<file path="src/rtl/ahb_fifo_ctrl.sv">
// ahb_fifo_ctrl: pointer/flag controller for a DEPTH-entry AHB bridge FIFO bank.
// Optional registered almost-full flag is built when AHB_FIFO_CTRL_AFULL_EN is defined.
module ahb_fifo_ctrl #(
    parameter int DEPTH     = 4,
    parameter int PTR_W     = $clog2(DEPTH),
    parameter int AFULL_LVL = 3
) (
    input  logic             fifo_clk,
    input  logic             fifo_rst,
    input  logic             push_vld,
    output logic             push_rdy,
    output logic             pop_vld,
    input  logic             pop_rdy,
    output logic [DEPTH-1:0] entry_create_en,
    output logic [DEPTH-1:0] rd_sel,
    output logic [PTR_W:0]   fifo_cnt,
    output logic             fifo_full,
`ifdef AHB_FIFO_CTRL_AFULL_EN
    output logic             fifo_empty,
    output logic             fifo_afull
`else
    output logic             fifo_empty
`endif
);

    localparam logic [PTR_W:0] PTR_ONE = (PTR_W+1)'(1);

    if ((DEPTH < 2) || (DEPTH != (1 << PTR_W)) ||
        (AFULL_LVL < 1) || (AFULL_LVL >= DEPTH)) begin : g_param_err
        $error("ahb_fifo_ctrl: bad DEPTH/PTR_W/AFULL_LVL");
    end

    logic [PTR_W:0] wr_ptr_q;
    logic [PTR_W:0] wr_ptr_d;
    logic [PTR_W:0] rd_ptr_q;
    logic [PTR_W:0] rd_ptr_d;
    logic           push_acc;
    logic           pop_acc;
    logic           lo_eq;

    // Extra MSB distinguishes full from empty when the low bits match
    assign lo_eq      = (wr_ptr_q[PTR_W-1:0] == rd_ptr_q[PTR_W-1:0]);
    assign fifo_empty = lo_eq && (wr_ptr_q[PTR_W] == rd_ptr_q[PTR_W]);
    assign fifo_full  = lo_eq && (wr_ptr_q[PTR_W] != rd_ptr_q[PTR_W]);
    assign fifo_cnt   = wr_ptr_q - rd_ptr_q;

    assign push_rdy = ~fifo_full;
    assign pop_vld  = ~fifo_empty;
    assign push_acc = push_vld & push_rdy;
    assign pop_acc  = pop_vld & pop_rdy;

    always_comb begin
        wr_ptr_d = wr_ptr_q;
        rd_ptr_d = rd_ptr_q;
        if (push_acc) begin
            wr_ptr_d = wr_ptr_q + PTR_ONE;
        end
        if (pop_acc) begin
            rd_ptr_d = rd_ptr_q + PTR_ONE;
        end
    end

    always_ff @(posedge fifo_clk) begin
        if (fifo_rst) begin
            wr_ptr_q <= '0;
            rd_ptr_q <= '0;
        end else begin
            wr_ptr_q <= wr_ptr_d;
            rd_ptr_q <= rd_ptr_d;
        end
    end

    for (genvar i = 0; i < DEPTH; i++) begin : g_dec
        assign entry_create_en[i] =
            push_acc && (wr_ptr_q[PTR_W-1:0] == PTR_W'(i));
        assign rd_sel[i] = (rd_ptr_q[PTR_W-1:0] == PTR_W'(i));
    end

`ifdef AHB_FIFO_CTRL_AFULL_EN
    localparam logic [PTR_W:0] AFULL_CNT = (PTR_W+1)'(AFULL_LVL);

    logic [PTR_W:0] cnt_d;
    logic           afull_q;
    logic           afull_d;

    // Registered from next occupancy so it moves on the same edge as fifo_cnt
    assign cnt_d   = wr_ptr_d - rd_ptr_d;
    assign afull_d = (cnt_d >= AFULL_CNT);

    always_ff @(posedge fifo_clk) begin
        if (fifo_rst) begin
            afull_q <= 1'b0;
        end else begin
            afull_q <= afull_d;
        end
    end

    assign fifo_afull = afull_q;
`endif

endmodule

</file>
<file path="config.mk">
export PLATFORM = sky130hd
export DESIGN_NAME = ahb_fifo_ctrl
export DESIGN_NICKNAME = d
export VERILOG_FILES = /design/src/rtl/ahb_fifo_ctrl.sv
export SDC_FILE = /design/constraint.sdc
export NUM_CORES = 1
export LEC_CHECK = 0
export ABC_AREA = 1
export BUFFER_PORTS_ARGS = -buffer_cell sky130_fd_sc_hd__buf_2
export CAP_MARGIN = 20
export CORE_AREA = 5 5 42 44
export DETAILED_ROUTE_END_ITERATION = 7
export DIE_AREA = 0 0 47 49
export PLACE_DENSITY_LB_ADDON = 0.3
export SYNTH_ARGS = -nofsm -noshare
export SYNTH_HDL_FRONTEND = slang
export SYNTH_SLANG_ARGS = --single-unit
</file>
<file path="constraint.sdc">
create_clock -name fifo_clk -period 4.1 [get_ports fifo_clk]
set_clock_uncertainty 0.1 [all_clocks]
set_input_delay 0.41 -clock fifo_clk [delete_from_list [all_inputs] [get_ports fifo_clk]]
set_output_delay 0.41 -clock fifo_clk [all_outputs]
set_load 0.01 [all_outputs]
</file>
; ---- Yosys cells after proc, flatten, opt, wreduce, memory -nomap -nowiden
; Cells that the tools add are included.
[word_totals]
ff_bits = 6
n_memories = 0
latchBits = 0
rom_bits = 0
in_bits = 4
elab_cells = 26
out_inout_bits = 15
ramBits = 0
[op_classes]
shifts = 0
n_reduce_logical = 8
n_eq_ne = 9
order_cmp = 0
add_sub_neg = 3
n_bitwise = 4
mux = 0
div = 0
mul = 0
[op_table]
columns = cell, n
row1 = $eq 2x2->1 const B, 4
row2 = $add 3x1->3 const B, 2
row3 = $logic_and 1x1->1, 6
row4 = $eq 2x1->1 const B, 2
row5 = $logic_not 2->1, 2
row6 = $sub 3x3->3, 1
row7 = $and 1x1->1, 2
row8 = $eq 2x2->1, 1
row9 = $not 1->1, 2
row10 = $eq 1x1->1, 1
row11 = $ne 1x1->1, 1

; ---- Longest topological paths before layout
; Gate-level depths: netlist (run 1).
[logic_depth]
word_depth = 5
depth_mapped = 8

; ---- Worst setup path after synthesis (run 1)
; No wires, ideal clock.
[synth_path]
path_kind = reg-to-output
startpoint = register wr_ptr_q[0]
endpoint = output port entry_create_en[3]
setup_slack_ns = 2.249
path_buffers = 0
stages_incl_launch_ff = 8
required_time_ns = 3.590
arrival_ns = 1.341
cell_sequence = dfxtp_1 inv_1 ha_1 nand2_1 inv_1 nand3_4 inv_1 nor2_1
[synth_via]
elab_chain_len = 5
[synth_rtl]
columns = item, line
row1 = from (decl), 33  ; logic [PTR_W:0] wr_ptr_q;
row2 = from (signal assigned), 68  ; wr_ptr_q <= wr_ptr_d;
row3 = $eq 2x2->1, 42  ; assign lo_eq = (wr_ptr_q[PTR_W-1:0] == rd_ptr_q[PTR_W-1:0]);
row4 = $logic_and 1x1->1, 44  ; assign fifo_full = lo_eq && (wr_ptr_q[PTR_W] != rd_ptr_q[PTR_W]);
row5 = $not 1->1, 47  ; assign push_rdy = ~fifo_full;
row6 = named net push_rdy, 11  ; output logic push_rdy,
row7 = $and 1x1->1, 49  ; assign push_acc = push_vld & push_rdy;
row8 = $logic_and 1x1->1, 75  ; push_acc && (wr_ptr_q[PTR_W-1:0] == PTR_W'(i));
row9 = to (decl), 14  ; output logic [DEPTH-1:0] entry_create_en,
; The timed path passes the listed nets, and every way through them passes these cells.

; ---- Final worst setup path (run 1)
[layout_path]
startpoint = register wr_ptr_q[0]
endpoint = output port entry_create_en[1]
[layout_via]
elab_chain_len = 5
[layout_rtl]
columns = item, line
row1 = $eq 2x2->1, 42
row2 = $logic_and 1x1->1, 44
row3 = $not 1->1, 47
row4 = $and 1x1->1, 49
row5 = $logic_and 1x1->1 (*), 75
; Mark *: on every way between the ends. The rest lies on a longest branch, timed or not.

==> results of run 1 <==
## sequential cells by signal (all words and copies together) (netlist names)
signal / cells
rd_ptr_q: 3
wr_ptr_q: 3
## logic make-up after synthesis
kind of cell,after synthesis,share of synthesized area (%)
and+or+nand+nor,31,28.6
AOI/OAI and AO/OA,8,8.24
adders and majority gates,11,26.5
xor gates and xnor gates,1,1.60
DFF,6,22.0
buffers and inverters,19,13.0
## power groups by stage
stage	clock (mW)	combinational (mW)	sequential, mW
after CTS	0.0567	0.121	0.0751
final	0.0537	0.118	0.0750
after floorplan	0	0.0817	0.0738
after global placement	0	0.120	0.0758
after global routing	0.0610	0.139	0.0768
after detailed placement	0	0.120	0.0762
## layout by cell type (no fill, tap or decap)
cell / count
sky130_fd_sc_hd__nand2_2: 3
sky130_fd_sc_hd__dfxtp_1: 6
sky130_fd_sc_hd__ha_1: 10
sky130_fd_sc_hd__nand2_1: 12
sky130_fd_sc_hd__clkbuf_4: 3
sky130_fd_sc_hd__xor2_1: 1
sky130_fd_sc_hd__nand3_4: 2
sky130_fd_sc_hd__nor2_1: 10
sky130_fd_sc_hd__nand3_1: 4
sky130_fd_sc_hd__o211ai_1: 2
sky130_fd_sc_hd__inv_1: 17
sky130_fd_sc_hd__buf_2: 18
sky130_fd_sc_hd__fa_1: 1
sky130_fd_sc_hd__inv_2: 2
sky130_fd_sc_hd__a21oi_1: 6
## tightest hold or removal path: stages
cell                      delay (ns)
sky130_fd_sc_hd__buf_2          0.07
sky130_fd_sc_hd__inv_1          0.08
sky130_fd_sc_hd__nand2_1        0.08
sky130_fd_sc_hd__nor2_1         0.03
## layout make-up
type                       count  area [um2]
sequential                     6         120
tap                           16        20.0
inverter                      19        71.3
timing repair buffer          18        90.1
clock buffer                   3        22.5
multi-input combinational     51         355
fill                         151         722
## how the worst max path moves through the flow
stage	start	endpoint	slack, ns	depth (start not counted)
6_report	wr_ptr_q[0]	entry_create_en[1]	1.84	8
5_1_grt	wr_ptr_q[0]	entry_create_en[1]	1.67	8
4_1_cts	wr_ptr_q[0]	entry_create_en[1]	1.81	8
3_5_place_dp	wr_ptr_q[0]	entry_create_en[1]	2.08	8
3_3_place_gp	wr_ptr_q[0]	entry_create_en[1]	2.11	8
2_1_floorplan	wr_ptr_q[0]	entry_create_en[3]	2.25	7
## layer usage
| layer | routed length, um | part of all wire [%] | up-vias | track usage, % |
|---|---|---|---|---|
| met1 | 428 | 40 | 219 | 12.5 |
| met2 | 555 | 52 | 9 | 18.1 |
| met4 | 12 | 1.1 | 0 | 6.91 |
| met5 | 0 | 0 | - | 0 |
| met3 | 68 | 6.4 | 2 | 4.43 |
| li1 | - | - | 274 | - |
## through the flow
step	hold slack [ns]	total power, mW	area (um2)
2_1_floorplan	0.424	0.156	547
3_3_place_gp	0.454	0.196	657
3_5_place_dp	0.452	0.197	657
4_1_cts	0.374	0.252	679
5_1_grt	0.393	0.276	679
6_report	0.383	0.247	679
==> PnR_summary.wiki, run 1 <==
{| class="wikitable"
! Metric !! Value
|-
| Run status || finished, final reports clean
|-
| Total number of placement rows || 14
|-
| Per-cell via count in the routed design || approximately 4.5
|-
| Combinational power share || 47.9%
|-
| Layout-stage area growth over the synthesis result || 24.3%
|-
| Final WL || 1070 um
|-
| Count of final setup violators || 0
|-
| Minimum setup slack in the final design || 1.84 ns
|-
| Placed Cells incl. Taps || 110
|-
| Slowest-stage cell, CP || sky130_fd_sc_hd__dfxtp_1
|-
| First-iteration detailed-routing DRC count || 3
|-
| Largest area contributor in the synthesized netlist || sky130_fd_sc_hd__ha_1
|-
| Count of non-filler cells in the finished layout || 113
|-
| Number of iterations in the first detailed-routing pass || 4
|-
| Clock share of power || 21.8%
|-
| TritonCTS clock tree || yes
|-
| Biggest area contributors in the synthesized netlist || sky130_fd_sc_hd__ha_1 23%, sky130_fd_sc_hd__dfxtp_1 22%, sky130_fd_sc_hd__inv_1 12%
|-
| Startpoint Class || flip-flop
|-
| Hold Crit Endpoint || rd_ptr_q[1]
|-
| Worst Tran Pin Value || about 0.22 ns
|-
| Net Switching || approximately 100 uW
|-
| Area of the die || between 2000 and 2500 um2
|-
| Die width || roughly 47 um
|-
| Proportion of power drawn by flip-flops and latches || 30.4%
|-
| Worst Path Class, Setup || flip-flop to output pin
|-
| Series of cell instances along the critical path || inv_1 -> ha_1 -> nand2_1 -> inv_1 -> nand3_4 -> nand2_1 -> nor2_1 -> buf_2
|-
| Setup Total Neg Slack || 0 ns
|-
| HPWL after detailed placement || 905 um
|-
| Antenna-violating nets left || 0
|-
| Async S/R FF share, synth || 0%
|-
| Mapped Cells || 76
|-
| RR Startpoint || wr_ptr_q[0]
|-
| Power per standard cell area || 363 nW/um2
|-
| Count leader, synth || sky130_fd_sc_hd__inv_1
|-
| Synth Area per Inst || about 7.2 um2
|-
| Final routed DRC violation total || 0
|-
| Number of unique standard cell types used by synthesis || 13
|-
| Share of post-route cells with drive strength above 1 || 28.9%
|-
| Die boundary height || 49 um
|-
| Number of global-route vias before repair || approximately 460
|-
| Source-to-sink clock delay at the later pin of the worst-skew pair || 0.24 ns
|-
| Post-layout nets || 114
|-
| Sum of overflow across all layers after global routing || 0
|-
| First-pass GRT wire length || 1900 um
|-
| Kind of capture point of the worst setup path || output pin
|-
| Maximum buffer depth of the clock tree || 2
|-
| Clock buffers created by TritonCTS || 3
|-
| Final hold violations || 0
|-
| Clock tree root buffer cell || sky130_fd_sc_hd__clkbuf_4
|-
| Initial antenna violation count || 0
|-
| Quantity of hold-fixing buffers added after cts || 0
|-
| Setup slack on the worst flop-to-flop path || around 2.5 ns
|-
| Count of port buffers added during placement || 18
|-
| Number of cells traversed by the worst register-to-register path || 7
|-
| Setup repair after global routing missed its margin || false
|-
| Total buffers and inverters traversed by the critical path || 3
|-
| Number of max-cap violations || 0
|-
| Most frequently used flop master after synthesis || sky130_fd_sc_hd__dfxtp_1
|-
| Final core utilization || just under 50%
|-
| Number of H-tree levels || 1
|-
| Effective utilization at floorplan || 39.0%
|-
| Type of the tightest min-delay check || input pin to flip-flop
|-
| Fmax || 0.443 GHz
|-
| Startpoint of the worst hold path || fifo_rst
|-
| Fraction of synthesized cell area taken by the top area cell type || 22.9%
|-
| Hold Path Stages || 4
|-
| Leading post-synthesis cells by instance count || 17 x sky130_fd_sc_hd__inv_1, 12 x sky130_fd_sc_hd__nand2_1, 10 x sky130_fd_sc_hd__ha_1, 10 x sky130_fd_sc_hd__nor2_1
|-
| Max-slew violation count || 0
|-
| Synth warnings || 0
|-
| Fraction of power spent switching nets || about 41%
|-
| Leakage power of the design || 0.415 nW
|-
| Endpoint of the lowest-slack register-to-register path || rd_ptr_q[2]
|-
| Core outline area || 1400 um2
|-
| Clock slew at the register clock pins of the worst setup and hold paths || roughly 0.04 ns
|-
| Synthesized area || approximately 550 um2
|-
| Internal cell power || roughly 150 uW
|-
| Share of synthesized area occupied by flip-flops and latches || 22.0%
|-
| Cell class contributing the biggest share of worst-path delay || simple AND/OR/NAND/NOR gates
|-
| Final Cycle Share || between 50% and 60%
|-
| Arrival @ worst endpoint || 1.75 ns
|-
| Routed via count || 504
|-
| Largest net degree at the start of global routing || 9
|-
| Peak VDD IR || 175 uV
|-
| Number of nets produced by synthesis || slightly above 90
|-
| Worst slew margin relative to its limit || a little under nine tenths
|-
| Synth Register Bits || 6
|-
| Final Critical Period || ~2.3 ns
|-
| Placer congestion estimate || 0.763
|-
| Antenna Cells || 0
|-
| Post-place setup slack || between 2 and 2.5 ns
|-
| Total of cells resized after clock tree synthesis || 0
|-
| # Post-CTS Setup Buffers || 0
|-
| Required time at the worst-slack endpoint || roughly 3.6 ns
|-
| Crit-path max cell delay || 0.39 ns
|-
| Ports || 19
|-
| Critical path fanouts, max || 8
|-
| Number of enable flip-flop cells after synthesis || 0
|-
| Global-route usage over all layers || 11.5%
|-
| DR WL/cell || between 9 and 10 um
|-
| Num Clock Sinks || 6
|}
(Power assumes the default switching activity.)
==> run 2: changes to the inputs <==
--- a/config.mk
+++ b/config.mk
@@ -8,9 +8,9 @@
 export ABC_AREA = 1
 export BUFFER_PORTS_ARGS = -buffer_cell sky130_fd_sc_hd__buf_2
 export CAP_MARGIN = 20
-export CORE_AREA = 5 5 42 44
+export CORE_MARGIN = 5
+export CORE_UTILIZATION = 42
 export DETAILED_ROUTE_END_ITERATION = 7
-export DIE_AREA = 0 0 47 49
 export PLACE_DENSITY_LB_ADDON = 0.3
 export SYNTH_ARGS = -nofsm -noshare
 export SYNTH_HDL_FRONTEND = slang
==> constraint.sdc (replaced) <==
create_clock -name fifo_clk -period 2 [get_ports fifo_clk]
set_clock_uncertainty 0.1 [all_clocks]
set_input_delay 0.2 -clock fifo_clk [delete_from_list [all_inputs] [get_ports fifo_clk]]
set_output_delay 0.2 -clock fifo_clk [all_outputs]
set_load 0.01 [all_outputs]
==> PnR_summary.wiki, run 2 (synthesized netlist as in run 1, its figures left out) <==
{| class="wikitable"
! Metric !! Value
|-
| Peak VDD IR || 367 uV (was 175 uV)
|-
| Required time at the worst-slack endpoint || 1.70 ns (was 3.59 ns)
|-
| Type of the tightest min-delay check || input pin to flip-flop (unchanged)
|-
| Number of max-cap violations || 0 (unchanged)
|-
| Largest net degree at the start of global routing || 9 (unchanged)
|-
| Number of cells traversed by the worst register-to-register path || 7 (unchanged)
|-
| Clock tree root buffer cell || sky130_fd_sc_hd__clkbuf_4 (unchanged)
|-
| Arrival @ worst endpoint || 1.58 ns (was 1.75 ns)
|-
| Setup Total Neg Slack || 0 ns (unchanged)
|-
| Run status || finished, final reports clean (unchanged)
|-
| Worst Tran Pin Value || 0.291 ns (was 0.218 ns)
|-
| RR Startpoint || rd_ptr_q[1] (was wr_ptr_q[0])
|-
| First-pass GRT wire length || 1880 um (was 1900 um)
|-
| Number of H-tree levels || 1 (unchanged)
|-
| Count of final setup violators || 0 (unchanged)
|-
| Number of iterations in the first detailed-routing pass || 4 (unchanged)
|-
| Initial antenna violation count || 0 (unchanged)
|-
| Most frequent cells in the layout || 18 x sky130_fd_sc_hd__buf_2, 16 x sky130_fd_sc_hd__inv_1, 11 x sky130_fd_sc_hd__nand2_1 (was 18 x sky130_fd_sc_hd__buf_2, 17 x sky130_fd_sc_hd__inv_1, 12 x sky130_fd_sc_hd__nand2_1)
|-
| Leakage power of the design || 0.415 nW (about the same)
|-
| # Post-CTS Setup Buffers || 0 (unchanged)
|-
| Ports || 19 (unchanged)
|-
| Quantity of hold-fixing buffers added after cts || 0 (unchanged)
|-
| Share of post-route cells with drive strength above 1 || 34.0% (was 28.9%)
|-
| Maximum buffer depth of the clock tree || 2 (unchanged)
|-
| Count of port buffers added during placement || 18 (unchanged)
|-
| DR WL/cell || 10.4 um (was 9.42 um)
|-
| Effective utilization at floorplan || 43.1% (was 39.0%)
|-
| Worst Path Class, Setup || flip-flop to output pin (unchanged)
|-
| Total number of placement rows || 13 (was 14)
|-
| Most common library cell in the layout ignoring fill and taps || sky130_fd_sc_hd__buf_2 (unchanged)
|-
| Stages on worst setup path || 8 (unchanged)
|-
| Total buffers and inverters traversed by the critical path || 3 (unchanged)
|-
| Final hold violations || 0 (unchanged)
|-
| Final WL || 1170 um (was 1070 um)
|-
| Core outline area || 1270 um2 (was 1400 um2)
|-
| Hold Crit Endpoint || wr_ptr_q[0] (was rd_ptr_q[1])
|-
| Leading registers by flop count || rd_ptr_q x3, wr_ptr_q x3 (unchanged)
|-
| Endpoint of the lowest-slack register-to-register path || rd_ptr_q[0] (was rd_ptr_q[2])
|-
| Kind of capture point of the worst setup path || output pin (unchanged)
|-
| Final Cycle Share || 94.0%
|-
| Number of global-route vias before repair || 465 (was 456)
|-
| Startpoint of the worst hold path || fifo_rst (unchanged)
|-
| Power per standard cell area || 768 nW/um2 (was 363 nW/um2)
|-
| Antenna Cells || 0 (unchanged)
|-
| Clock buffers created by TritonCTS || 3 (unchanged)
|-
| Antenna-violating nets left || 0 (unchanged)
|-
| Fillers || 136 (was 151)
|-
| Startpoint Class || flip-flop (unchanged)
|-
| Area of the die || 2120 um2 (was 2300 um2)
|-
| Series of cell instances along the critical path || inv_1 -> ha_1 -> nand2_2 -> inv_2 -> nand3_4 -> nand2_1 -> nor2_1 -> buf_2 (was inv_1 -> ha_1 -> nand2_1 -> inv_1 -> nand3_4 -> nand2_1 -> nor2_1 -> buf_2)
|-
| Source-to-sink clock delay at the later pin of the worst-skew pair || 0.25 ns (was 0.24 ns)
|-
| First-iteration detailed-routing DRC count || 9 (was 3)
|-
| Storage cell area || 123 um2 (was 120 um2)
|-
| Multi-input combinational cell area || 370 um2 (was 355 um2)
|-
| Hold Path Stages || 4 (unchanged)
|-
| Cell class contributing the biggest share of worst-path delay || flip-flops (was simple AND/OR/NAND/NOR gates)
|-
| Die width || 46.1 um (was 47 um)
|-
| Critical path fanouts, max || 8 (unchanged)
|-
| Sum of overflow across all layers after global routing || 0 (unchanged)
|-
| Post-place setup slack || 0.214 ns (was 2.08 ns)
|-
| Max-slew violation count || 0 (unchanged)
|-
| Post-layout nets || 114 (unchanged)
|-
| TritonCTS clock tree || yes (unchanged)
|-
| Slowest-stage cell, CP || sky130_fd_sc_hd__dfxtp_2 (was sky130_fd_sc_hd__dfxtp_1)
|-
| Worst slew margin relative to its limit || 80.6% (was 85.4%)
|-
| Routed via count || 513 (was 504)
|-
| Crit-path max cell delay || 0.38 ns (was 0.39 ns)
|-
| Per-cell via count in the routed design || 4.58 (was 4.46)
|-
| Final Critical Period || ~1.9 ns
|-
| Minimum setup slack in the final design || 0.120 ns (was 1.84 ns)
|-
| Setup slack on the worst flop-to-flop path || 0.55 ns (was 2.50 ns)
|-
| Num Clock Sinks || 6 (unchanged)
|-
| Global-route usage over all layers || 13.1% (was 11.5%)
|-
| Placer congestion estimate || 0.785 (was 0.763)
|-
| Final core utilization || 54.8% (was 48.5%)
|-
| Layout-stage area growth over the synthesis result || 27.2% (was 24.3%)
|-
| Clock slew at the register clock pins of the worst setup and hold paths || 0.05 ns (was 0.04 ns)
|-
| Final routed DRC violation total || 0 (unchanged)
|-
| Fmax || 0.532 GHz
|-
| Die boundary height || 46.1 um (was 49 um)
|-
| Setup repair after global routing missed its margin || false (unchanged)
|-
| HPWL after detailed placement || 929 um (was 905 um)
|}
## run 2: how the worst max path moves through the flow
stage | from | to | slack, ns
floorplan | wr_ptr_q[0] | entry_create_en[3] | 0.36
global placement | wr_ptr_q[0] | entry_create_en[1] | 0.25
detailed placement | wr_ptr_q[0] | entry_create_en[2] | 0.21
CTS | wr_ptr_q[0] | entry_create_en[2] | 0.03
global route | rd_ptr_q[0] | entry_create_en[2] | 0.02
finish | rd_ptr_q[1] | entry_create_en[2] | 0.12
## run 2: through the flow
stage,cell area [um2],total power [mW],hold WS [ns],cells
3_3_place_gp,656,0.400,0.415,109
6_report,696,0.534,0.155,112
3_5_place_dp,656,0.406,0.421,109
2_1_floorplan,547,0.319,0.260,76
4_1_cts,681,0.530,0.158,112
5_1_grt,696,0.588,0.151,112
## run 2: routing by layer
layer / vias to the layer above / share of wire, % / wire length (um) / global-route usage, %
met1: 226 / 43 / 500 / 13.2
met3: 4 / 5.6 / 65 / 6.25
li1: 273 / - / - / -
met4: 0 / 1.8 / 21 / 9.66
met2: 10 / 50 / 582 / 20.6
met5: - / 0 / 0 / 0
## run 2: worst min-delay path, delay by kind of cell
kind	cells	cell delay [ns]
and+or+nand+nor	2	0.11
buffers and inverters	2	0.16
## run 2: power by group
part	leakage (nW)	internal (mW)	total, mW	switching (mW)
clock	0.0138	0.0684	0.119	0.0508
combinational	0.351	0.105	0.257	0.152
sequential	0.0499	0.135	0.159	0.0238
## run 2: area by class of cell
| cell class | instances | share of cell area (%) |
|---|---|---|
| Inverter | 19 | 10.3 |
| Timing Repair Buffer | 18 | 12.9 |
| Tap cell | 15 | 2.70 |
| Multi-Input combinational cell | 51 | 53.2 |
| Clock buffer | 3 | 3.24 |
| Sequential cell | 6 | 17.6 |
## run 2: timing repair
item | CTS | global route
setup endpoints to repair | 4 | 4
pin swaps | 0 | 0
endpoints found under the hold margin | 0 | 0
gates resized for setup | 3 | 2
